==> src/rtl/ct_spsram_1024x64_ctrl_pkg.sv <==
// Shared definitions for the 1024x64 single-port SRAM controller:
// FSM state encodings and default geometry.
package ct_spsram_1024x64_ctrl_pkg;

    localparam int DEF_ADDR_WIDTH = 10;
    localparam int DEF_DATA_WIDTH = 64;

    typedef enum logic {
        ST_IDLE = 1'b0,
        ST_INIT = 1'b1
    } state_t;

endpackage

==> src/rtl/ct_spsram_1024x64_ctrl_rr_arb.sv <==
// Two-way round-robin arbiter: req[0] = read, req[1] = write.
// The pointer only moves when both sides collide in an enabled cycle.
module ct_spsram_1024x64_ctrl_rr_arb (
    input  logic       clk,
    input  logic       rst,
    input  logic       en,
    input  logic [1:0] req,
    output logic [1:0] gnt
);

    logic rr_ptr;

    always_comb begin
        gnt = 2'b00;
        if (en) begin
            if (&req) begin
                gnt = rr_ptr ? 2'b10 : 2'b01;
            end else begin
                gnt = req;
            end
        end
    end

    always_ff @(posedge clk or posedge rst) begin
        if (rst) begin
            rr_ptr <= 1'b0;
        end else if (en && (&req)) begin
            rr_ptr <= ~rr_ptr;
        end
    end

endmodule

==> src/rtl/ct_spsram_1024x64_ctrl.sv <==
// Shares one single-port SRAM between a read and a masked-write requester and
// sweeps the array to zero after reset or on request.
//   state   | meaning
//   IDLE    | arbitrating read/write requests
//   INIT    | clearing one entry per cycle at init_cnt, grants blocked
module ct_spsram_1024x64_ctrl
    import ct_spsram_1024x64_ctrl_pkg::*;
#(
    parameter int ADDR_WIDTH    = DEF_ADDR_WIDTH,
    parameter int DATA_WIDTH    = DEF_DATA_WIDTH,
    parameter bit INIT_ON_RESET = 1'b1
) (
    input  logic                  CLK,
    input  logic                  RST,
    input  logic                  inv_req,
    output logic                  init_busy,
    input  logic                  rd_req,
    input  logic [ADDR_WIDTH-1:0] rd_addr,
    output logic                  rd_gnt,
    output logic                  rd_vld,
    output logic [DATA_WIDTH-1:0] rd_data,
    input  logic                  wr_req,
    input  logic [ADDR_WIDTH-1:0] wr_addr,
    input  logic [DATA_WIDTH-1:0] wr_data,
    input  logic [DATA_WIDTH-1:0] wr_mask,
    output logic                  wr_gnt,
    output logic [ADDR_WIDTH-1:0] sram_a,
    output logic                  sram_cen,
    output logic                  sram_gwen,
    output logic [DATA_WIDTH-1:0] sram_wen,
    output logic [DATA_WIDTH-1:0] sram_d,
    input  logic [DATA_WIDTH-1:0] sram_q
);

    localparam logic [ADDR_WIDTH-1:0] LAST_ADDR = '1;
    localparam state_t RESET_STATE = INIT_ON_RESET ? ST_INIT : ST_IDLE;

    state_t                state;
    logic [ADDR_WIDTH-1:0] init_cnt;
    logic [1:0]            gnt;
    logic                  sweep;
    logic                  arb_en;

    assign init_busy = (state == ST_INIT);
    // RST gates the macro strobes so a held reset never touches the array.
    assign sweep     = init_busy && !RST;
    assign arb_en    = !init_busy && !inv_req && !RST;
    assign rd_gnt    = gnt[0];
    assign wr_gnt    = gnt[1];
    assign rd_data   = sram_q;

    ct_spsram_1024x64_ctrl_rr_arb u_rr_arb (
        .clk (CLK),
        .rst (RST),
        .en  (arb_en),
        .req ({wr_req, rd_req}),
        .gnt (gnt)
    );

    always_ff @(posedge CLK or posedge RST) begin
        if (RST) begin
            state    <= RESET_STATE;
            init_cnt <= '0;
            rd_vld   <= 1'b0;
        end else begin
            rd_vld <= rd_gnt;
            if (state == ST_IDLE) begin
                if (inv_req) begin
                    state <= ST_INIT;
                end
            end else begin
                if (init_cnt == LAST_ADDR) begin
                    state    <= ST_IDLE;
                    init_cnt <= '0;
                end else begin
                    init_cnt <= init_cnt + 1'b1;
                end
            end
        end
    end

    always_comb begin
        sram_a    = '0;
        sram_cen  = 1'b1;
        sram_gwen = 1'b1;
        sram_wen  = '1;
        sram_d    = '0;
        if (sweep) begin
            sram_a    = init_cnt;
            sram_cen  = 1'b0;
            sram_gwen = 1'b0;
            sram_wen  = '0;
        end else if (rd_gnt) begin
            sram_a   = rd_addr;
            sram_cen = 1'b0;
        end else if (wr_gnt) begin
            sram_a    = wr_addr;
            sram_cen  = 1'b0;
            sram_gwen = 1'b0;
            sram_wen  = ~wr_mask;
            sram_d    = wr_data;
        end
    end

endmodule
==> config.mk <==
export PLATFORM = sky130hd
export DESIGN_NAME = ct_spsram_1024x64_ctrl
export DESIGN_NICKNAME = d
export VERILOG_FILES = /design/src/rtl/ct_spsram_1024x64_ctrl_pkg.sv /design/src/rtl/ct_spsram_1024x64_ctrl_rr_arb.sv /design/src/rtl/ct_spsram_1024x64_ctrl.sv
export SDC_FILE = /design/constraint.sdc
export NUM_CORES = 1
export LEC_CHECK = 0
export BUFFER_PORTS_ARGS = -buffer_cell sky130_fd_sc_hd__buf_2
export CAP_MARGIN = 30
export CORE_AREA = 2 2 164 166
export DETAILED_ROUTE_END_ITERATION = 7
export DIE_AREA = 0 0 166 168
export PLACE_DENSITY = 0.33
export SYNTH_ARGS = -nofsm -noshare
export SYNTH_HDL_FRONTEND = slang
export SYNTH_SLANG_ARGS = --single-unit
==> constraint.sdc <==
create_clock -name CLK -period 1.3 [get_ports CLK]
set_input_delay 0 -clock CLK [delete_from_list [all_inputs] [get_ports CLK]]
set_output_delay 0 -clock CLK [all_outputs]
set_load 0.01 [all_outputs]
==> reports/results.tsv, run 1 <==
stage	metric	value	unit
routing	Routed WL	13500	um
setup_path	Arrival @ worst endpoint	1.68	ns
min_path	cell count of the worst hold path	0	
logic_synthesis	syn nets	530	
floorplanning	Die X	166	um
final_layout	nets	793	
flow_run	number of max-cap violations	0	
timing	setup TNS	-38.71	ns
placed_design	PortBufs	296	
timing	Final Setup Violations	147	
setup_path	CP cell instances	nor3_2, buf_4, and3_4, a221o_1, buf_2	
logic_synthesis	Synth Cell Area	2370	um2
final_layout	Fillers	3012	
logic_synthesis	Async S/R FF share, synth	1.00	
logic_synthesis	register bit count reported by yosys	13	
timing	Period minus WS final	1.68	ns
status	failing checks	setup timing	
routing	per-cell routed wire length	14.7	um
placed_design	GPL Wtd Cong	0.719	
clocking	htree depth	1	
setup_path	Slowest cell on crit path	dfstp_2	
setup_path	data required time of the worst path	1.30	ns
logic_synthesis	Syn. warnings	0	
power	leakage power	2.38	nW
clocking	CTS tree	yes	
logic_synthesis	sequential fraction of the synthesis area	0.138	
setup_path	CP max stage delay	0.55	ns
routing	post-route ant nets	0	
power	Peak VDD IR	0.368	mV
setup_path	CP Max Fanout	6	
grt	global route total overflow	0	
final_layout	fin area	4450	um2
routing	DR vias	3305	
floorplanning	core area	26400	um2
timing	Slew @ Worst Pin	0.605	ns
grt	initial antenna violation count	1	
clocking	Max Root-Sink Buffers	2	
setup_path	Worst Setup Start Kind	register	
min_path	Min-Delay Path Class	input port to primary output	
power	power per cell area	568	nW/um2
clocking	Clock Latency Late Sink	0.24	ns
status	status	finished, violations left	
floorplanning	Die Y-Extent	168	um
clocking	root buf cell	clkbuf_16	
floorplanning	initial core utilization	0.0898	
timing	Hold Violations, Final	0	
timing	RSZ-0062 raised after global routing	true	
placed_design	dpl cell area	4010	um2
floorplanning	Rows	60	
logic_synthesis	Synth Flop Type	dfrtp_1	
setup_path	r2r worst-path depth	4	
final_layout	share of layout cells above drive strength 1	0.655	
clocking	CTS sink cnt	13	
timing	Final Max Slew Viols	0	
routing	post-DR vias/cell	3.61	
timing	Fmax	594	MHz
grt	vias in the first global route	3149	
setup_path	Worst setup EP type	primary output	
timing	Max Clock Skew	0.00220	ns
timing	Slew headroom	0.597	
final_layout	commonest non-fill, non-tap cells in the layout	buf_2 (293), and2_1 (70), o211ai_1 (64)	
routing	Residual DRC	0	
routing	Initial DRC Count	86	
logic_synthesis	syn_area_per_cell	7.59	um2
routing	total iterations of the first detailed-routing run	4	
timing	worst setup margin	-0.382	ns
logic_synthesis	Cell variety after synth	35	
placed_design	hpwl dp	10500	um
final_layout	synth-to-layout area growth	88.1	%
timing	worst hold slack	0.00000392	ns
setup_path	CP Class	register to primary output	
clocking	Reg clk slew, reported paths	0.05	ns
floorplanning	area of the die	27900	um2
final_layout	most common cell after layout, fill and taps aside	buf_2	
floorplanning	Boundary Pins	425	
logic_synthesis	number of enable flip-flop cells after synthesis	0	
timing	fin crit share	1.29	
grt	largest net degree at the start of global routing	41	
grt	first-pass GRT wire length	17900	um
grt	Tot GR Track Use	0.0825	
final_layout	final core occ	0.169	
logic_synthesis	cells after synthesis	312	
clocking	CTS Buf Count	3	
synthesized netlist by cell type (2+ instances only):
cell type  instances  area [um2]
and2_1            73         457
buf_4             70         526
o211ai_1          64         480
clkbuf_1          15        56.3
dfrtp_1           12         300
a221o_1           10         100
buf_2             10        50.1
inv_1              7        26.3
nand2_1            6        22.5
nand2b_1           4        25.0
nand3_1            4        20.0
o21ai_0            4        20.0
a21oi_1            3        15.0
nand4_1            3        18.8
xnor2_1            3        26.3
and3_1             2        12.5
nor3_1             2        10.0
nor4_1             2        12.5
xor2_1             2        17.5
cell families (layout without fill, tap and decap cells):
logic type | Yosys count | after routing | share of synthesized area
AND/OR/NAND/NOR | 104 | 105 | 0.279
buffers and inverters | 102 | 362 | 0.278
AO/OA/AOI/OAI | 87 | 88 | 0.281
flip-flops | 13 | 13 | 0.138
XOR/XNOR | 5 | 5 | 0.0185
adder cells (fa/ha/maj) | 1 | 1 | 0.00528
other | 0 | 1 | 0
layout make-up:
class / count / area, um2 / share of cell area
repair buffers: 351 / 2120 / 0.475
multi-input cells: 199 / 1480 / 0.331
well taps: 341 / 427 / 0.0958
flip-flops and latches: 13 / 328 / 0.0736
clock buffers: 4 / 78.8 / 0.0177
inverters: 7 / 26.3 / 0.00590
diodes: 1 / 2.50 / 0.000562
sequential cells by signal, indices dropped and copies added, names as in the netlist:
signal           cells
init_cnt            10
init_busy            1
rd_vld               1
u_rr_arb.rr_ptr      1
stage by stage:
step / total power, W / instances / setup WS [ns]
4_1_cts: 0.00255 / 905 / -0.377
5_1_grt: 0.00272 / 915 / -0.431
2_1_floorplan: 0.00132 / 312 / -0.00762
6_report: 0.00253 / 916 / -0.382
3_3_place_gp: 0.00193 / 893 / -0.156
3_5_place_dp: 0.00191 / 893 / -0.199
metal layers:
metal	GRT usage	vias up	routed length, um
met2	0.159	236	6960
li1	-	1575	-
met1	0.0840	1468	5040
met3	0.0202	26	1060
met4	0.0355	0	397
met5	0	-	0
worst max-delay path, delay by kind of cell, from the launching register on:
kind | cells | cell delay, ns
buffers and inverters | 2 | 0.28
and+or+nand+nor | 2 | 0.26
AOI/OAI and AO/OA | 1 | 0.35
DFF | 1 | 0.55
timing repair:
action | CTS | global route
pin swaps | 5 | 4
resized for setup | 20 | 12
setup endpoints to repair | 150 | 164
hold buffers | 1 | 0
gates cloned | 4 | 6
buffers inserted | 4 | 4
endpoints found under the hold margin | 12 | 0
final timing paths:
check / from / slack [ns] / end
setup / recovery: init_busy / -0.38 / sram_a[7]
hold / removal: sram_q[56] / 0.000004 / rd_data[56]
setup reg to reg: init_busy / -0.11 / init_cnt[9]
hold reg to reg: init_cnt[9] / 0.56 / init_cnt[9]
max in group asynchronous: RST / 0.48 / init_cnt[5]
min in group asynchronous: RST / 0.13 / init_busy
power by group:
| group | total [W] | switching (W) | internal [W] | leakage, nW |
|---|---|---|---|---|
| logic | 0.00135 | 0.000649 | 0.000700 | 2.18 |
| registers | 0.000592 | 0.0000871 | 0.000505 | 0.164 |
| clock network | 0.000588 | 0.000174 | 0.000414 | 0.0382 |
| total | 0.00253 | 0.000910 | 0.00162 | 2.38 |
(Power assumes the default switching activity.)
==> run 2, diff against run 1 <==
- CORE_AREA: 2 2 164 166 -> 2 2 163 165
- DIE_AREA: 0 0 166 168 -> 0 0 165 167
- PLACE_DENSITY: 0.33 -> 0.32
- clock period: 1.3 -> 1.8 ns (I/O delays scaled with it)
==> run 2 against run 1 <==
Net effect:
- the run now ends clean
- die area shrank 1.2%
- sequential cell count is the same
- clock skew is essentially flat
- final area shrank 12%
- register-to-register slack gained 0.40 ns
- first-iteration DRC count grew 79%
- total power shrank 35%
- largest power group unchanged
==> reports/results.tsv, run 2 (synthesized netlist as in run 1, its figures left out) <==
stage	metric	value	unit	change
status	status	finished clean		
grt	Tot GR Track Use	0.0943		+0.0118
timing	setup TNS	0	ns	+38.71 ns
floorplanning	Boundary Pins	425		unchanged
final_layout	nets	752		-5.2%
final_layout	most common cell after layout, fill and taps aside	buf_2		
setup_path	CP max stage delay	0.53	ns	-0.02 ns
min_path	hold wc startpoint	sram_q[38]		
timing	Max Clock Skew	0.00206	ns	-0.000144 ns
timing	fin crit share	0.948		
setup_path	flop-to-flop setup slack	0.29	ns	+0.40 ns
setup_path	CP Class	register to primary output		
setup_path	r2r worst-path depth	4		unchanged
placed_design	PortBufs	296		unchanged
placed_design	dpl cell area	3810	um2	-4.9%
grt	global route total overflow	0		unchanged
clocking	htree depth	1		unchanged
grt	vias in the first global route	3055		-3.0%
grt	initial antenna violation count	11		+10
setup_path	CP cell instances	buf_4, a31o_2, buf_12, o211ai_1, buf_2		
power	sw power	0.000610	W	-33%
final_layout	final core occ	0.152		-0.0168
floorplanning	Rows	59		-1.7%
routing	Initial DRC Count	154		+79%
grt	first-pass GRT wire length	19200	um	+7.3%
power	leakage power	2.09	nW	-12%
routing	Routed WL	14100	um	+5.0%
grt	largest net degree at the start of global routing	62		+51%
final_layout	fin area	3920	um2	-12%
routing	post-route ant nets	0		unchanged
power	Sw Ratio	0.369		+0.00921
min_path	cell count of the worst hold path	0		unchanged
clocking	CTS sink cnt	13		unchanged
routing	post-DR vias/cell	3.67		+1.6%
setup_path	Arrival @ worst endpoint	1.71	ns	+0.03 ns
final_layout	Biggest register	init_cnt		
final_layout	max reg flops	10		unchanged
setup_path	Buf/Inv on CP	3		+1
final_layout	share of layout cells above drive strength 1	0.610		-0.0453
timing	Final Setup Violations	0		-100%
clocking	Clock Latency Late Sink	0.24	ns	about the same
power	Clock power frac	0.259		+0.027
clocking	CTS Buf Count	3		unchanged
timing	Fmax	586	MHz	
clocking	cts hold-fix bufs	0		-1
floorplanning	area of the die	27600	um2	-1.2%
final_layout	commonest non-fill, non-tap cells in the layout	buf_2 (296), and2_1 (73), o211ai_1 (64)		
power	Pint	0.00104	W	-36%
final_layout	Fillers	2967		-1.5%
setup_path	Crit Reg-Reg Startpoint	init_busy		
routing	per-cell routed wire length	16.3	um	+11%
setup_path	critical path's top delay family	buffers and inverters		
min_path	Min-Delay Path Class	input port to primary output		
routing	DR vias	3183		-3.7%
final_layout	synth-to-layout area growth	65.6	%	
routing	Residual DRC	0		unchanged
floorplanning	Die X	165	um	-0.60%
power	Peak VDD IR	0.335	mV	-9.1%
power	Seq pwr share	0.275		+0.041
grt	M3 GR Usage	0.0252		+0.00494
setup_path	Slowest cell on crit path	dfstp_2		
final_layout	n_diodes	0		-1
flow_run	number of max-cap violations	0		unchanged
timing	Period minus WS final	1.71	ns	
timing	Final Max Slew Viols	0		unchanged
final_layout	Non-Filler Instances	868		-5.2%
timing	RSZ-0062 raised after global routing	true		
grt	most used routing layer	met2		
power	Logic pwr share	0.466		-0.067
routing	total iterations of the first detailed-routing run	4		unchanged
min_path	worst hold endpoint	rd_data[38]		
timing	Slew headroom	0.731		+0.134
clocking	CTS tree	yes		
timing	Hold Violations, Final	0		unchanged
clocking	root buf cell	clkbuf_16		
timing	Slew @ Worst Pin	0.401	ns	-0.204 ns
placed_design	# placed instances	863		-3.4%
placed_design	hpwl dp	12500	um	+19%
power	power per cell area	422	nW/um2	-26%
setup_path	Worst setup EP type	primary output		
setup_path	data required time of the worst path	1.80	ns	+0.50 ns
setup_path	Worst Setup Start Kind	register		
floorplanning	Die Y-Extent	167	um	-0.60%
setup_path	Crit Reg-Reg Endpoint	init_cnt[9]		
setup_path	CP Max Fanout	51		+45
floorplanning	core area	25800	um2	-2.2%
floorplanning	initial core utilization	0.0919		+0.00205
grt	met2 Use GR	0.177		+0.0175
clocking	Max Root-Sink Buffers	2		unchanged
grt	GR Util met1	0.103		+0.0190
placed_design	GPL Wtd Cong	0.715		-0.56%
clocking	Reg clk slew, reported paths	0.05	ns	about the same
## run 2: changes by cell type in the layout (fill, tap and decap cells not counted), moves of 2 or more
cell       before  now
nor3_1          0    2
and2_4          3    0
a31o_4          2    0
buf_2         293  296
buf_4          36   10
buf_16          2    0
clkbuf_16       6    3
and2_1         70   73
buf_6           9    0
## run 2: layout make-up
type / instances / area, um2 / share of cell area
clock buffer: 4 / 78.8 / 0.0201
inverter: 7 / 26.3 / 0.00670
multi-input combinational: 197 / 1390 / 0.355
sequential: 13 / 327 / 0.0833
tap: 335 / 419 / 0.107
timing repair buffer: 312 / 1680 / 0.428
## run 2: worst reg2reg max path: stages, from the launching register on
cell	delay [ns]
dfstp_2	0.53
buf_4	0.16
nand3_1	0.16
a211o_2	0.37
a21o_1	0.17
## run 2: worst max path at each step
stage          cells past startpoint            to  startpoint  slack [ns]
4_1_cts                            5     sram_d[3]   init_busy        0.02
3_3_place_gp                       5     sram_d[3]   init_busy        0.21
5_1_grt                            5     sram_d[3]   init_busy       -0.02
2_1_floorplan                      4     sram_a[1]   init_busy        0.40
3_5_place_dp                       5     sram_d[3]   init_busy        0.18
6_report                           5  sram_wen[63]   init_busy        0.09
## run 2: power by group through the flow
stage          registers (W)  clock network (W)  logic [W]
2_1_floorplan       0.000454                  0   0.000493
3_3_place_gp        0.000459                  0   0.000800
3_5_place_dp        0.000458                  0   0.000787
4_1_cts             0.000455           0.000432   0.000791
5_1_grt             0.000462           0.000461   0.000859
6_report            0.000454           0.000429   0.000771
## run 2: what timing repair did
action	4_1_cts	5_1_grt
buffers inserted	0	1
gates cloned	0	0
pin swaps	0	1
resized for setup	1	2
setup endpoints to repair	2	42
## run 2: layer usage
| layer | up-vias | share of wire | wire length, um |
|---|---|---|---|
| met5 | - | 0.0019 | 27 |
| met2 | 253 | 0.50 | 7060 |
| met4 | 4 | 0.025 | 356 |
| met1 | 1405 | 0.37 | 5160 |
| li1 | 1483 | - | - |
| met3 | 38 | 0.11 | 1520 |
## run 2: metrics by stage
step	worst slack (ns)	total power, W	hold WS (ns)
final	0.0942	0.00165	0.00000396
after global routing	-0.0182	0.00178	0.0000151
after CTS	0.0154	0.00168	0.0000686
after detailed placement	0.182	0.00125	0.0000686
after global placement	0.208	0.00126	0.0000686
after floorplan	0.399	0.000947	0.0918
